--- config.mk ---
export PLATFORM = sky130hd
export DESIGN_NAME = count_7sd_multi
export DESIGN_NICKNAME = d
export VERILOG_FILES = /design/src/rtl/count_7sd_multi.sv
export SDC_FILE = /design/constraint.sdc
export NUM_CORES = 1
export LEC_CHECK = 0
export ABC_CLOCK_PERIOD_IN_PS = 2180
export BUFFER_PORTS_ARGS = -buffer_cell sky130_fd_sc_hd__buf_2
export CORE_ASPECT_RATIO = 1.5
export CORE_MARGIN = 2
export CORE_UTILIZATION = 46
export CTS_BUF_LIST = sky130_fd_sc_hd__clkbuf_16
export CTS_CLUSTER_DIAMETER = 30
export CTS_CLUSTER_SIZE = 20
export DETAILED_ROUTE_END_ITERATION = 12
export PLACE_DENSITY = 0.66
export SETUP_SLACK_MARGIN = 0.02
export SLEW_MARGIN = 20
export SYNTH_ARGS = -nofsm -noshare
export SYNTH_HDL_FRONTEND = slang
export SYNTH_SLANG_ARGS = --single-unit
export TNS_END_PERCENT = 100
--- constraint.sdc ---
create_clock -name i_Clk -period 2.18 [get_ports i_Clk]
set_input_delay 0 -clock i_Clk [delete_from_list [all_inputs] [get_ports i_Clk]]
set_output_delay 0 -clock i_Clk [all_outputs]
set_load 0.01 [all_outputs]
--- src/rtl/count_7sd_multi.sv ---
// Multi-digit hex/BCD counter with a mode state machine and per-digit
// registered active-low seven-segment outputs.
module count_7sd_multi #(
  parameter int NUM_DIGITS = 2,
  parameter bit BCD        = 1'b0,
  parameter int TICK_DIV   = 25000000,
  parameter int BLINK_DIV  = 12500000
) (
  input  logic                    i_Clk,
  input  logic                    i_Rst_L,
  input  logic                    i_Mode_Next,
  input  logic                    i_Step,
  input  logic                    i_Dir,
  input  logic                    i_Clear,
  output logic [4*NUM_DIGITS-1:0] o_Count,
  output logic [7*NUM_DIGITS-1:0] o_Segments,
  output logic [1:0]              o_Mode
);

  typedef enum logic [1:0] {
    IDLE = 2'd0,
    AUTO = 2'd1,
    STEP = 2'd2,
    HOLD = 2'd3
  } mode_t;

  localparam int              PW         = $clog2(TICK_DIV);
  localparam int              BW         = $clog2(BLINK_DIV);
  localparam logic [PW-1:0]   TICK_LAST  = PW'(TICK_DIV - 1);
  localparam logic [BW-1:0]   BLINK_LAST = BW'(BLINK_DIV - 1);
  localparam logic [3:0]      DIGIT_MAX  = BCD ? 4'd9 : 4'd15;

  mode_t                   mode_r;
  logic [4*NUM_DIGITS-1:0] count_r;
  logic [7*NUM_DIGITS-1:0] seg_r;
  logic [7*NUM_DIGITS-1:0] seg_next_s;
  logic [PW-1:0]           presc_r;
  logic [BW-1:0]           blink_cnt_r;
  logic                    blink_on_r;
  logic                    mode_prev_r;
  logic                    step_prev_r;
  logic                    armed_r;
  logic                    step_pend_r;
  logic                    mode_edge_s;
  logic                    step_edge_s;
  logic                    advance_s;
  mode_t                   mode_next_s;

  function automatic logic [4*NUM_DIGITS-1:0] step_count(
    input logic [4*NUM_DIGITS-1:0] cur,
    input logic                    down
  );
    logic [4*NUM_DIGITS-1:0] res;
    logic                    carry;
    logic [3:0]              d;
    res   = cur;
    carry = 1'b1;
    for (int k = 0; k < NUM_DIGITS; k++) begin
      d = cur[4*k +: 4];
      if (!carry) begin
        res[4*k +: 4] = d;
      end else if (down) begin
        if (d == 4'd0) begin
          res[4*k +: 4] = DIGIT_MAX;
        end else begin
          res[4*k +: 4] = d - 4'd1;
          carry         = 1'b0;
        end
      end else begin
        if (d == DIGIT_MAX) begin
          res[4*k +: 4] = 4'd0;
        end else begin
          res[4*k +: 4] = d + 4'd1;
          carry         = 1'b0;
        end
      end
    end
    return res;
  endfunction

  // Active-high glyphs, segment A in bit 0 through G in bit 6.
  function automatic logic [6:0] glyph(input logic [3:0] d);
    logic [6:0] g;
    case (d)
      4'h0:    g = 7'h3F;
      4'h1:    g = 7'h06;
      4'h2:    g = 7'h5B;
      4'h3:    g = 7'h4F;
      4'h4:    g = 7'h66;
      4'h5:    g = 7'h6D;
      4'h6:    g = 7'h7D;
      4'h7:    g = 7'h07;
      4'h8:    g = 7'h7F;
      4'h9:    g = 7'h6F;
      4'hA:    g = 7'h77;
      4'hB:    g = 7'h7C;
      4'hC:    g = 7'h39;
      4'hD:    g = 7'h5E;
      4'hE:    g = 7'h79;
      4'hF:    g = 7'h71;
      default: g = 7'h00;
    endcase
    return g;
  endfunction

  // armed_r blocks a false edge from an input already high at reset release
  assign mode_edge_s = armed_r & i_Mode_Next & ~mode_prev_r;
  assign step_edge_s = armed_r & i_Step & ~step_prev_r;
  assign mode_next_s = mode_t'(mode_r + 2'd1);
  assign advance_s   = ((mode_r == AUTO) && (presc_r == TICK_LAST)) ||
                       ((mode_r == STEP) && step_pend_r);

  // Edge history, mode FSM, prescaler, blink timer and count register.
  always_ff @(posedge i_Clk or negedge i_Rst_L) begin
    if (!i_Rst_L) begin
      mode_r      <= IDLE;
      count_r     <= '0;
      presc_r     <= '0;
      blink_cnt_r <= '0;
      blink_on_r  <= 1'b1;
      mode_prev_r <= 1'b0;
      step_prev_r <= 1'b0;
      armed_r     <= 1'b0;
      step_pend_r <= 1'b0;
    end else begin
      armed_r     <= 1'b1;
      mode_prev_r <= i_Mode_Next;
      step_prev_r <= i_Step;
      step_pend_r <= (mode_r == STEP) & step_edge_s & ~mode_edge_s;

      if (mode_edge_s) begin
        mode_r  <= mode_next_s;
        presc_r <= '0;
        if (mode_next_s == HOLD) begin
          blink_on_r  <= 1'b1;
          blink_cnt_r <= '0;
        end
      end else begin
        if (mode_r == AUTO) begin
          presc_r <= (presc_r == TICK_LAST) ? '0 : presc_r + 1'b1;
        end else begin
          presc_r <= '0;
        end
        if (mode_r == HOLD) begin
          if (blink_cnt_r == BLINK_LAST) begin
            blink_cnt_r <= '0;
            blink_on_r  <= ~blink_on_r;
          end else begin
            blink_cnt_r <= blink_cnt_r + 1'b1;
          end
        end
      end

      // Clear beats everything; a mode edge swallows a coincident tick/step.
      if (i_Clear) begin
        count_r <= '0;
      end else if (!mode_edge_s && advance_s) begin
        count_r <= step_count(count_r, i_Dir);
      end
    end
  end

  // Per-digit segment pattern chosen from the registered mode and count.
  always_comb begin
    seg_next_s = '1;
    for (int k = 0; k < NUM_DIGITS; k++) begin
      case (mode_r)
        IDLE:    seg_next_s[7*k +: 7] = 7'b0111111;
        HOLD: begin
          if (blink_on_r) begin
            seg_next_s[7*k +: 7] = ~glyph(count_r[4*k +: 4]);
          end else begin
            seg_next_s[7*k +: 7] = 7'b1111111;
          end
        end
        default: seg_next_s[7*k +: 7] = ~glyph(count_r[4*k +: 4]);
      endcase
    end
  end

  // Segment output register, one cycle behind the count.
  always_ff @(posedge i_Clk or negedge i_Rst_L) begin
    if (!i_Rst_L) begin
      seg_r <= '1;
    end else begin
      seg_r <= seg_next_s;
    end
  end

  assign o_Count    = count_r;
  assign o_Segments = seg_r;
  assign o_Mode     = mode_r;

endmodule

; ---- After elaboration in Yosys (flattened, before gate mapping)
; Memories as Yosys holds them, arrays and structs flattened.
; Index checks and enable logic that the tools add are counted.
[classes]
order_cmp = 0
bitwise_logic = 14
n_div = 0
n_eq_ne = 9
mux = 35
addsub = 7
n_shift = 0
reduce_logical = 16
multipliers = 0
[op_table]
columns = operator, n
row1 = $mux 24, 4
row2 = $mux 25, 3
row3 = $mux 7, 8
row4 = $mux 4, 7
row5 = $not 7->7, 4
row6 = $pmux 7 s2, 2
row7 = $add 25x1->25 const B, 1
row8 = $eq 25x25->1 const B, 1
row9 = $add 24x1->24 const B, 1
row10 = $eq 24x24->1 const B, 1
row11 = $mux 8, 2
row12 = $mux 1, 9
row13 = $add 4x1->4 const B, 2
row14 = $eq 4x4->1 const B, 2
row15 = $logic_not 4->1, 2
row16 = $reduce_bool 2->1, 4
row17 = $sub 4x1->4 const B, 2
row18 = $and 1x1->1, 6
row19 = $eq 2x2->1 const B, 3
row20 = $not 1->1, 4
row21 = $reduce_and 2->1, 2
row22 = $logic_and 1x1->1, 3
row23 = $reduce_and 3->1, 1
row24 = $add 2x1->2 const B, 1
row25 = other kinds (6), 6
[word_totals]
latch_bits = 0
mem_count = 4
rom_bits = 448
mem_bits_rw = 0
ff_bits = 78
inputBits = 6
[mem_list]
columns = name, words, width, rd, rd_ports_with_merged_regs, write_ports, line_no
row1 = (name not given), 16, 7, 1, 0, 0, 84  ; case (d)
row2 = (name not given), 16, 7, 1, 0, 0, 84
row3 = (name not given), 16, 7, 1, 0, 0, 84
row4 = (name not given), 16, 7, 1, 0, 0, 84

; ---- Depth between registers and ports, before layout
; Gate-level depths: netlist (run 1).
[depth]
ltp_word = 9
depth_mapped = 8
ltp_nobuf = 7

; ---- Worst setup path after synthesis (run 1)
; OpenSTA, ideal clock, no wires.
[synth_timing]
path_type = register to register
startpoint = register presc_r[9]
endpoint = register count_r[4] (netlist: o_Count[4])
setup_slack_ps = -168
path_stages_with_launch = 6
arrival_time_ps = 2221
required_ps = 2052
setup_time_ps = 128
cell_sequence = dfrtp_1 > or4_1 > or4_4 > o41ai_4 > a21oi_2 > mux2_1
[synth_via]
elab_chain_cells = 6
[synth_lines]
columns = item, line_no
row1 = "start, declared", 37  ; logic [PW-1:0] presc_r;
row2 = "start signal, assigned", 140  ; presc_r <= (presc_r == TICK_LAST) ? '0 : presc_r + 1'b1;
row3 = $eq 25x25->1, 110  ; assign advance_s = ((mode_r == AUTO) && (presc_r == TICK_LAST)) ||
row4 = $logic_and 1x1->1, 110
row5 = $logic_or 1x1->1, 110
row6 = $logic_and 1x1->1, 157  ; end else if (!mode_edge_s && advance_s) begin
row7 = $reduce_bool 2->1 (no line), n/a
row8 = $reduce_and 2->1 (no line), n/a
row9 = "end signal, assigned", 158  ; count_r <= step_count(count_r, i_Dir);
row10 = "end, declared", 34  ; logic [4*NUM_DIGITS-1:0] count_r;
; No other way between the ends.
; A chain may end at the register's enable or synchronous reset.

; ---- Final worst setup path (run 1)
[layout_timing]
startpoint = register presc_r[8]
endpoint = register count_r[4] (netlist: o_Count[4])
; The elaborated chain is that of the path after synthesis.

==> results of run 1 <==
## sequential cells by signal (all words and copies together), names as in the netlist
signal / count
armed_r: 1
o_Count: 8
step_prev_r: 1
presc_r: 25
o_Segments: 14
blink_on_r: 1
o_Mode: 2
mode_prev_r: 1
step_pend_r: 1
blink_cnt_r: 24
## critical path: stages, from the launching register on
cell	delay, ns
dfrtp_1	0.38
or4_4	0.54
or4_4	0.45
o41ai_4	0.21
buf_4	0.19
a21oi_4	0.06
mux2_4	0.31
## synthesized netlist by cell type (14+ instances only)
library cell / instances
ha_1: 21
nor2_1: 46
dfrtp_1: 63
nand2_1: 36
clkbuf_1: 19
dfstp_2: 15
a31oi_1: 23
a21oi_1: 33
inv_1: 21
o21ai_0: 35
nand4_1: 14
nand3_1: 22
## cell usage in the layout (no fill, tap or decap), types with 3 or more instances in the layout
cell	netlist	final
nand4_1	14	14
nor3_1	9	9
nor2b_1	6	6
dfrtp_1	63	63
o211ai_1	3	3
inv_1	21	22
nor4_1	7	6
a31oi_1	23	23
or3_1	3	3
mux2_2	4	4
dlygate4sd3_1	0	4
xnor2_1	13	13
a41oi_1	4	4
a211oi_1	4	4
nand3_1	22	22
o21ai_0	35	35
clkbuf_16	0	9
dfstp_2	15	15
bufinv_16	0	3
and3_1	9	9
nor2_1	46	46
clkinv_1	0	3
xor2_1	12	12
a21oi_1	33	32
buf_4	1	38
nand2b_1	6	6
nand2_1	36	36
and2_1	4	3
ha_1	21	21
mux2i_1	7	7
buf_2	2	28
and4_1	4	4
or2_2	5	5
## power by group
part	internal [mW]	total (mW)	switching (mW)
combinational	0.519	1.38	0.864
sequential	1.73	1.88	0.149
clock	1.10	1.67	0.565
## final cells by class
cell class | count | area (sq um) | share of cell area
sequential | 78 | 1971 | 0.3616
multi-input combinational | 367 | 2410 | 0.4421
tap | 115 | 143.9 | 0.02640
clock buffer | 9 | 225.2 | 0.04132
clock inverter | 7 | 105.1 | 0.01928
timing repair buffer | 73 | 516.7 | 0.09481
inverter | 21 | 78.83 | 0.01446
## cells by family after synthesis
group | after synthesis | share of synthesized area
buffers and inverters | 44 | 0.03804
other | 1 | 0.0008321
muxes | 13 | 0.03304
AOI/OAI and AO/OA | 121 | 0.1696
DFF | 78 | 0.4373
adders and majority gates | 21 | 0.05830
and+or+nand+nor | 186 | 0.2143
xor gates and xnor gates | 25 | 0.04858
## worst min-delay path by stage
stage	startpoint	end	slack (ns)	cells past startpoint
final	i_Rst_L	presc_r[20]$_DFF_PN0_	0.22	2
after global routing	i_Rst_L	o_Count[1]$_DFFE_PN0P_	0.27	2
after CTS	i_Rst_L	presc_r[19]$_DFF_PN0_	0.22	2
after detailed placement	i_Rst_L	presc_r[20]$_DFF_PN0_	0.04	1
after global placement	i_Rst_L	presc_r[19]$_DFF_PN0_	0.03	1
after floorplan	i_Rst_L	armed_r$_DFF_PN0_	-0.30	0
## metrics by stage
stage          area [sq um]  setup TNS, ns
2_1_floorplan          4519        -0.5364
3_3_place_gp           5036         -1.196
3_5_place_dp           5036         -1.463
4_1_cts                5431         -5.785
5_1_grt                5450         -3.819
6_report               5450         -1.419
## repair_timing
action	4_1_cts	5_1_grt
endpoints found under the setup margin	8	47
hold buffers	4	0
pin swaps	6	2
setup buffers	1	0
hold endpoints to repair	37	0
gates resized for setup	5	3
## layer usage
layer	wire length (microns)	part of all wire	GRT usage	vias up
li1	-	-	-	1888
met4	248	0.023	0.09991	0
met5	0	0	0	-
met3	386	0.036	0.03432	19
met1	4373	0.41	0.2552	1880
met2	5592	0.53	0.3710	104
==> metrics.md, run 1 <==
| Metric | Value |
|---|---|
| Status | `complete, but fails checks` |
| Failing checks | `setup timing` |
| Clock latency on the worst-skew pair | `about 0.34 ns` |
| Slew HR | `0.4403` |
| Fillers | `819` |
| Fin. Hold Viols | `0` |
| Initial DRC Count | `between 200 and 250` |
| Overall power | `4.929 mW` |
| Seq cells post-synth | `78` |
| Final setup margin | `-0.08647 ns` |
| DIE HEIGHT | `around 130 microns` |
| Num rows | `44` |
| TritonCTS clock tree | `done` |
| R2R setup slack | `-0.09 ns` |
| Post-DP HPWL | `7.595 mm` |
| Worst-case reg-to-reg path depth | `6` |
| Synth area leader | `dfrtp_1` |
| # port buffers | `29` |
| DR WL/cell | `between 15 and 20 microns` |
| Top FF cell, synth | `dfrtp_1` |
| Placed Cells | `~650` |
| Largest net degree at the start of global routing | `46` |
| Worst min-delay path class | `in -> async` |
| Final wirelength | `10.60 mm` |
| Clock Sink Count | `78` |
| Hold slack | `0.2151 ns` |
| H-tree depth | `3` |
| Mapped cell area | `around 4500 sq um` |
| PD cells | `904.4 nW/um^2` |
| First-pass GRT wire length | `18.47 mm` |
| Worst Path Max Fanout | `5` |
| Non-filler cells, final | `670` |
| Unrepaired setup endpoints after global routing | `yes` |
| Initial core utilization | `0.4678` |
| Fmax | `441.2 MHz` |
| Via count | `a little under 4000` |
| Yosys warnings | `0` |
| Final nets | `just under 600` |
| Tot GR Track Use | `0.2134` |
| Final setup fails | `32` |
| Crit path DAT | `2.48 ns` |
| Unique masters post-synth | `62` |
| Diodes inserted | `0` |
| Nature of the critical path endpoint | `flop` |
| Number of synthesized flops with an enable pin | `0` |
| Asr flop ratio synth | `1.000` |
| Detail Route Antenna Nets | `0` |
| Area grow syn2layout | `20.93%` |
| Gr ovfl total | `0` |
| Slew Limit Fails | `0` |
| CP Launch Type | `flop` |
| Tmin final | `2.266 ns` |
| Worst setup path endpoint | `o_Count[4]$_DFFE_PN0P_` |
| CTS buffer count | `9` |
| Post-synth top area share | `0.3498` |
| Layout cells sized above 1 | `0.2144` |
| Reg-to-Reg End | `o_Count[4]$_DFFE_PN0P_` |
| Worst slack, placed | `-0.2493 ns` |
| Vias/cell | `5.807` |
| Syn nets | `516` |
| Maxcap violations | `0` |
| Cells after Synth | `489` |
| Crit path from | `presc_r[8]$_DFF_PN0_` |
| Maximum VDD drop | `0.4763 mV` |
| Clock Tree Buf Depth | `2` |
| GP Congestion | `between 0.8 and 0.9` |
| Worst Tran Pin Value | `0.8378 ns` |
| Clk_skew | `0.008584 ns` |
| 1st-pass router iterations | `5` |
| Sequential element share of the synthesized area | `0.4373` |
| Placeable Area | `slightly below 10000 sq um` |
| Synth Area per Inst | `~9.2 sq um` |
| CP required | `about 2.4 ns` |
| Util after Layout | `0.5657` |
| Initial antenna violation count | `0` |
| Leakage | `~2.4 nW` |
| Die Wd | `84.82 microns` |
| Ports | `30` |
| Kind of critical path | `reg -> reg` |
| Dominant cells by area after synthesis | `dfrtp_1 (35%), dfstp_2 (8.7%), ha_1 (5.8%)` |
| Root Buffer | `clkbuf_16` |
| R2r startpoint | `presc_r[8]$_DFF_PN0_` |
| DRC errors left | `0` |
| Die Footprint | `10620 sq um` |
| Period utilization | `1.040` |
| Vias in the first global route | `roughly 3900` |
| Worst-path clk slew | `0.06 ns` |
Note: power is estimated with default switching activity, not from simulation.
==> run 2: changes to the inputs <==
- ABC_CLOCK_PERIOD_IN_PS: 2180 -> 1900
- SETUP_SLACK_MARGIN: 0.02 -> 0.2
- clock period: 2.18 -> 1.9 ns (I/O delays scaled with it)
==> run 2 against run 1 <==
Effect of this change: the flow still finishes with violations (setup timing); cell count grew 11%; count of clock-buffer cells in the layout is the same; critical path type unchanged; maximum frequency shrank 3.8%; sequential power grew 13%; clock power grew 13%.
==> metrics.md, run 2 (synthesized netlist as in run 1, its figures left out) <==
| Metric | Value |
|---|---|
| R2r startpoint | `presc_r[10]$_DFF_PN0_ (was presc_r[8]$_DFF_PN0_)` |
| Overall power | `6.417 mW (was 4.929 mW)` |
| Unrepaired setup endpoints after global routing | `yes (unchanged)` |
| Final setup fails | `46 (was 32)` |
| 1st-pass router iterations | `7 (was 5)` |
| Clock latency on the worst-skew pair | `0.35 ns (was 0.34 ns)` |
| DIE HEIGHT | `125.2 microns (unchanged)` |
| Initial antenna violation count | `0 (unchanged)` |
| CP required | `2.14 ns (was 2.39 ns)` |
| Final wirelength | `13.00 mm (was 10.60 mm)` |
| PD cells | `1009 nW/um^2 (was 904.4 nW/um^2)` |
| DR WL/cell | `17.54 microns (was 15.82 microns)` |
| Fmax | `424.2 MHz (was 441.2 MHz)` |
| Vias/cell | `5.865 (was 5.807)` |
| Detail Route Antenna Nets | `0 (unchanged)` |
| Initial core utilization | `0.4678 (unchanged)` |
| TritonCTS clock tree | `done (unchanged)` |
| Diodes inserted | `0 (unchanged)` |
| Hold slack | `0.06874 ns (was 0.2151 ns)` |
| Ports | `30 (unchanged)` |
| Worst Tran Pin Value | `0.5727 ns (was 0.8378 ns)` |
| Reg-to-Reg End | `o_Count[4]$_DFFE_PN0P_ (unchanged)` |
| Area grow syn2layout | `41.12% (was 20.93%)` |
| Tot GR Track Use | `0.2513 (was 0.2134)` |
| Worst min-delay path class | `in -> async (unchanged)` |
| Tmin final | `2.357 ns (was 2.266 ns)` |
| Via count | `4346 (was 3891)` |
| Die Wd | `84.82 microns (unchanged)` |
| Final nets | `648 (was 577)` |
| Clock Sink Count | `78 (unchanged)` |
| Placeable Area | `9634 sq um (unchanged)` |
| Crit path DAT | `2.59 ns (was 2.48 ns)` |
| Leakage | `2.824 nW (was 2.395 nW)` |
| Vias in the first global route | `4441 (was 3910)` |
| Post-DP HPWL | `8.189 mm (was 7.595 mm)` |
| DRC errors left | `0 (unchanged)` |
| Die Footprint | `10620 sq um (unchanged)` |
| Clock Tree Buf Depth | `2 (unchanged)` |
| Layout cells sized above 1 | `0.3706 (was 0.2144)` |
| Largest net degree at the start of global routing | `63 (was 46)` |
| Maximum VDD drop | `0.8728 mV (was 0.4763 mV)` |
| Period utilization | `1.241 (was 1.040)` |
| Num rows | `44 (unchanged)` |
| GP Congestion | `0.8766 (was 0.8988)` |
| H-tree depth | `3 (unchanged)` |
| Final setup margin | `-0.4572 ns (was -0.08647 ns)` |
| First-pass GRT wire length | `21.59 mm (was 18.47 mm)` |
| Most common cell after layout, fill and taps aside | `buf_4 (was dfrtp_1)` |
| Nature of the critical path endpoint | `flop (unchanged)` |
| Root Buffer | `clkbuf_16 (unchanged)` |
| Kind of critical path | `reg -> reg (unchanged)` |
| R2R setup slack | `-0.46 ns (was -0.09 ns)` |
| Placed cell areas | `5450 sq um (was 5036 sq um)` |
| Gr ovfl total | `0 (unchanged)` |
| Largest register by flop count | `presc_r (unchanged)` |
| # port buffers | `29 (unchanged)` |
| Initial DRC Count | `301 (was 210)` |
| Slew Limit Fails | `0 (unchanged)` |
| Worst-path clk slew | `0.06 ns (about the same)` |
| Post-route cell area | `6360 sq um (was 5450 sq um)` |
| Slew HR | `0.6182 (was 0.4403)` |
| Status | `complete, but fails checks (unchanged)` |
| Worst-case reg-to-reg path depth | `6 (unchanged)` |
| Failing checks | `setup timing (unchanged)` |
| Clk_skew | `0.006384 ns (was 0.008584 ns)` |
| Util after Layout | `0.6601 (was 0.5657)` |
| Maxcap violations | `0 (unchanged)` |
| Worst slack, placed | `-0.5153 ns (was -0.2493 ns)` |
| CP Launch Type | `flop (unchanged)` |
| Fin. Hold Viols | `0 (unchanged)` |
| CTS buffer count | `9 (unchanged)` |
| Number of flip-flops in the largest register | `25 (unchanged)` |
| Commonest non-fill, non-tap cells in the layout | `buf_4 (81), dfrtp_1 (61), nor2_1 (41) (was dfrtp_1 (63), nor2_1 (46), buf_4 (38))` |
| Worst Path Max Fanout | `5 (unchanged)` |
[run 2: changes by cell type in the layout (fill, tap and decap cells not counted), moves of 8 or more]
cell	previous run	this run
o21ai_0	35	25
a21oi_1	32	23
buf_6	1	23
buf_4	38	81
o21ai_1	0	8
a21oi_2	1	10
[run 2: routing by layer]
layer | wire length [microns] | track usage | up-vias
met5 | 0 | 0 | -
met3 | 574 | 0.04488 | 37
met4 | 418 | 0.1018 | 0
li1 | - | - | 2036
met2 | 6910 | 0.4456 | 152
met1 | 5095 | 0.2965 | 2121
[run 2: worst max-delay path: stages (launching register included)]
cell	delay, ns
dfrtp_1	0.38
or4_4	0.54
or4_4	0.46
o41ai_4	0.29
buf_4	0.19
a21oi_2	0.08
mux2_4	0.30
[run 2: cell type report]
type	count	area (sq um)
flip-flops and latches	78	1973
well taps	115	143.9
inverters	21	78.83
clock inverters	7	97.59
multi-input cells	370	2686
repair buffers	141	1155
fillers	740	3274
clock buffers	9	225.2
[run 2: worst max path at each step]
stage / startpoint / endpoint / slack (ns) / cells after the start
after detailed placement: presc_r[10]$_DFF_PN0_ / o_Count[1]$_DFFE_PN0P_ / -0.52 / 6
after CTS: presc_r[10]$_DFF_PN0_ / o_Count[3]$_DFFE_PN0P_ / -0.46 / 7
after global routing: presc_r[10]$_DFF_PN0_ / o_Count[4]$_DFFE_PN0P_ / -0.49 / 6
after floorplan: presc_r[10]$_DFF_PN0_ / o_Count[4]$_DFFE_PN0P_ / -0.41 / 5
final: presc_r[10]$_DFF_PN0_ / o_Count[4]$_DFFE_PN0P_ / -0.46 / 6
after global placement: presc_r[10]$_DFF_PN0_ / o_Count[1]$_DFFE_PN0P_ / -0.46 / 6
[run 2: what timing repair did]
action | CTS | global route
cloned | 5 | 0
setup buffers | 15 | 5
setup endpoints to repair | 57 | 59
hold endpoints to repair | 69 | 0
resized for setup | 52 | 21
pin swaps | 17 | 13
hold buffers | 4 | 0
[run 2: report_power, final]
part	total (mW)	internal (mW)	leakage, nW	switching [mW]
combinational	2.40	1.10	1.66	1.30
sequential	2.13	1.98	1.01	0.145
clock	1.89	1.15	0.154	0.735
[run 2: metrics by stage]
| stage | TNS [ns] | instances |
|---|---|---|
| 3_3_place_gp | -12.03 | 696 |
| 3_5_place_dp | -13.08 | 696 |
| 6_report | -13.66 | 741 |
| 5_1_grt | -16.23 | 741 |
| 4_1_cts | -12.71 | 736 |
| 2_1_floorplan | -8.255 | 489 |
==> run 3: changes to the inputs <==
- CORE_UTILIZATION: 46 -> 55
- PLACE_DENSITY: 0.66 -> 0.76
==> run 3 against run 2 <==
Effect of this change: flip-flop and latch count did not move; core utilization rose by 11 points; count of clock-buffer cells in the layout did not move; critical endpoint is now o_Count[6]$_DFFE_PN0P_; first-iteration DRC count rose by 2.7%; highest routed layer unchanged; the flow still finishes with violations (setup timing); setup slack improved by 0.0063 ns; non-clock buffer count fell by 19; via count fell by 0.30%; cell area fell by 3.0%; sequential power barely moved; power fell by 1.6%; global-route usage rose by 3.8 points; largest cell class unchanged.
==> metrics.md, run 3 (synthesized netlist as in run 1, its figures left out) <==
| Metric | Value |
|---|---|
| Most common cell after layout, fill and taps aside | `buf_4 (unchanged)` |
| Leakage | `2.729 nW (was 2.824 nW)` |
| Worst Tran Pin Value | `0.6302 ns (was 0.5727 ns)` |
| Final setup margin | `-0.4509 ns (was -0.4572 ns)` |
| Layout cells sized above 1 | `0.3411 (was 0.3706)` |
| Via count | `4333 (was 4346)` |
| Commonest non-fill, non-tap cells in the layout | `buf_4 (73), dfrtp_1 (63), nor2_1 (44) (was buf_4 (81), dfrtp_1 (61), nor2_1 (41))` |
| DRC errors left | `0 (unchanged)` |
| PD cells | `1023 nW/um^2 (was 1009 nW/um^2)` |
| Clock Tree Buf Depth | `2 (unchanged)` |
| # port buffers | `29 (unchanged)` |
| Fillers | `497 (was 740)` |
| Maximum VDD drop | `0.9943 mV (was 0.8728 mV)` |
| Diodes inserted | `0 (unchanged)` |
| DIE HEIGHT | `114.9 microns (was 125.2 microns)` |
| Unrepaired setup endpoints after global routing | `yes (unchanged)` |
| Final nets | `626 (was 648)` |
| R2r startpoint | `presc_r[10]$_DFF_PN0_ (unchanged)` |
| Crit path DAT | `2.60 ns (was 2.59 ns)` |
| Nature of the critical path endpoint | `flop (unchanged)` |
| R2R setup slack | `-0.45 ns (was -0.46 ns)` |
| Detail Route Antenna Nets | `0 (unchanged)` |
| Worst min-delay path class | `in -> reg (was in -> async)` |
| First-pass GRT wire length | `20.62 mm (was 21.59 mm)` |
| Clk_skew | `0.007762 ns (was 0.006384 ns)` |
| 1st-pass router iterations | `6 (was 7)` |
| Failing checks | `setup timing (unchanged)` |
| Placeable Area | `8008 sq um (was 9634 sq um)` |
| Clock Sink Count | `78 (unchanged)` |
| Area grow syn2layout | `36.87% (was 41.12%)` |
| Vias in the first global route | `4391 (was 4441)` |
| Post-route cell area | `6168 sq um (was 6360 sq um)` |
| CTS buffer count | `9 (unchanged)` |
| Root Buffer | `clkbuf_16 (unchanged)` |
| CP required | `2.15 ns (was 2.14 ns)` |
| Num rows | `40 (was 44)` |
| Hold slack | `0.01724 ns (was 0.06874 ns)` |
| Die Footprint | `8949 sq um (was 10620 sq um)` |
| Maxcap violations | `0 (unchanged)` |
| Period utilization | `1.237 (was 1.241)` |
| CP Launch Type | `flop (unchanged)` |
| Largest register by flop count | `presc_r (unchanged)` |
| Initial antenna violation count | `0 (unchanged)` |
| Vias/cell | `6.111 (was 5.865)` |
| Final wirelength | `13.09 mm (was 13.00 mm)` |
| Final setup fails | `54 (was 46)` |
| Number of flip-flops in the largest register | `25 (unchanged)` |
| H-tree depth | `3 (unchanged)` |
| GP Congestion | `0.9030 (was 0.8766)` |
| Worst-case reg-to-reg path depth | `6 (unchanged)` |
| Fmax | `425.4 MHz (was 424.2 MHz)` |
| Fin. Hold Viols | `0 (unchanged)` |
| Largest net degree at the start of global routing | `47 (was 63)` |
| Worst Path Max Fanout | `5 (unchanged)` |
| Worst setup path endpoint | `o_Count[6]$_DFFE_PN0P_ (was o_Count[4]$_DFFE_PN0P_)` |
| Crit path from | `presc_r[10]$_DFF_PN0_ (unchanged)` |
| Initial core utilization | `0.5628 (was 0.4678)` |
| Ports | `30 (unchanged)` |
| Die Wd | `77.91 microns (was 84.82 microns)` |
| Kind of critical path | `reg -> reg (unchanged)` |
| TritonCTS clock tree | `done (unchanged)` |
| Placed cell areas | `5370 sq um (was 5450 sq um)` |
| Reg-to-Reg End | `o_Count[6]$_DFFE_PN0P_ (was o_Count[4]$_DFFE_PN0P_)` |
| Clock latency on the worst-skew pair | `0.34 ns (was 0.35 ns)` |
| Post-DP HPWL | `8.259 mm (was 8.189 mm)` |
| Slew HR | `0.5799 (was 0.6182)` |
| Initial DRC Count | `309 (was 301)` |
| Tmin final | `2.351 ns (was 2.357 ns)` |
| Gr ovfl total | `0 (unchanged)` |
| Slew Limit Fails | `0 (unchanged)` |
| DR WL/cell | `18.46 microns (was 17.54 microns)` |
| Status | `complete, but fails checks (unchanged)` |
| Worst-path clk slew | `0.06 ns (about the same)` |
| Tot GR Track Use | `0.2894 (was 0.2513)` |
## run 3: changes by cell type in the layout (fill, tap and decap cells not counted), moves of 4 or more
cell / delta
buf_4: -8
o21ai_2: +4
buf_6: -13
o21ai_0: -4
a21oi_2: -4
## run 3: worst max-delay path: stages (launching register included)
cell and delay, ns:
dfrtp_1 0.38, or4_4 0.53, or4_4 0.45, o41ai_4 0.29
buf_4 0.20, o211ai_1 0.13, a221oi_2 0.27
## run 3: area by class of cell
cell class | count | area (sq um) | area share
inverter | 21 | 78.83 | 0.01278
sequential | 78 | 1971 | 0.3195
clock buffer | 9 | 225.2 | 0.03651
timing repair buffer | 122 | 1016 | 0.1647
clock inverter | 7 | 67.56 | 0.01095
multi-input combinational | 367 | 2679 | 0.4343
tap | 105 | 131.4 | 0.02130
## run 3: stage by stage
step / power, mW / std cells / setup WS, ns / setup TNS (ns) / util
after floorplan: 3.282 / 489 / -0.4077 / -8.255 / -
after global placement: 3.944 / 677 / -0.4400 / -6.610 / 0.6706
after detailed placement: 4.019 / 677 / -0.4697 / -8.118 / 0.6706
after CTS: 6.115 / 707 / -0.4341 / -10.48 / 0.7519
after global routing: 6.566 / 709 / -0.5354 / -17.31 / 0.7703
final: 6.313 / 709 / -0.4509 / -14.47 / 0.7703
## run 3: power breakdown
part | total, mW | internal (mW) | switching (mW) | leakage, nW
Sequential | 2.14 | 1.99 | 0.157 | 1.02
Clock | 1.70 | 1.01 | 0.692 | 0.148
Combinational | 2.47 | 1.11 | 1.35 | 1.57
## run 3: routing by layer
metal	part of all wire	vias to the layer above	track usage
met4	0.031	0	0.1392
met5	0	-	0
met2	0.54	167	0.5339
met1	0.38	2145	0.3202
li1	-	1985	-
met3	0.045	36	0.05024
## run 3: worst min-delay path by stage
stage,from,end,cells after the start
after global routing,i_Clear,o_Count[6]$_DFFE_PN0P_,2
after CTS,i_Clear,o_Count[6]$_DFFE_PN0P_,2
after global placement,i_Rst_L,presc_r[0]$_DFF_PN0_,1
final,i_Clear,o_Count[6]$_DFFE_PN0P_,2
after detailed placement,i_Rst_L,presc_r[0]$_DFF_PN0_,1
after floorplan,i_Rst_L,armed_r$_DFF_PN0_,0
## run 3: timing repair
item,CTS,global route
hold buffers,3,0
gates cloned,4,1
buffers inserted,7,1
resized for setup,41,25
pin swaps,13,9
endpoints found under the setup margin,69,68
hold endpoints to repair,46,0
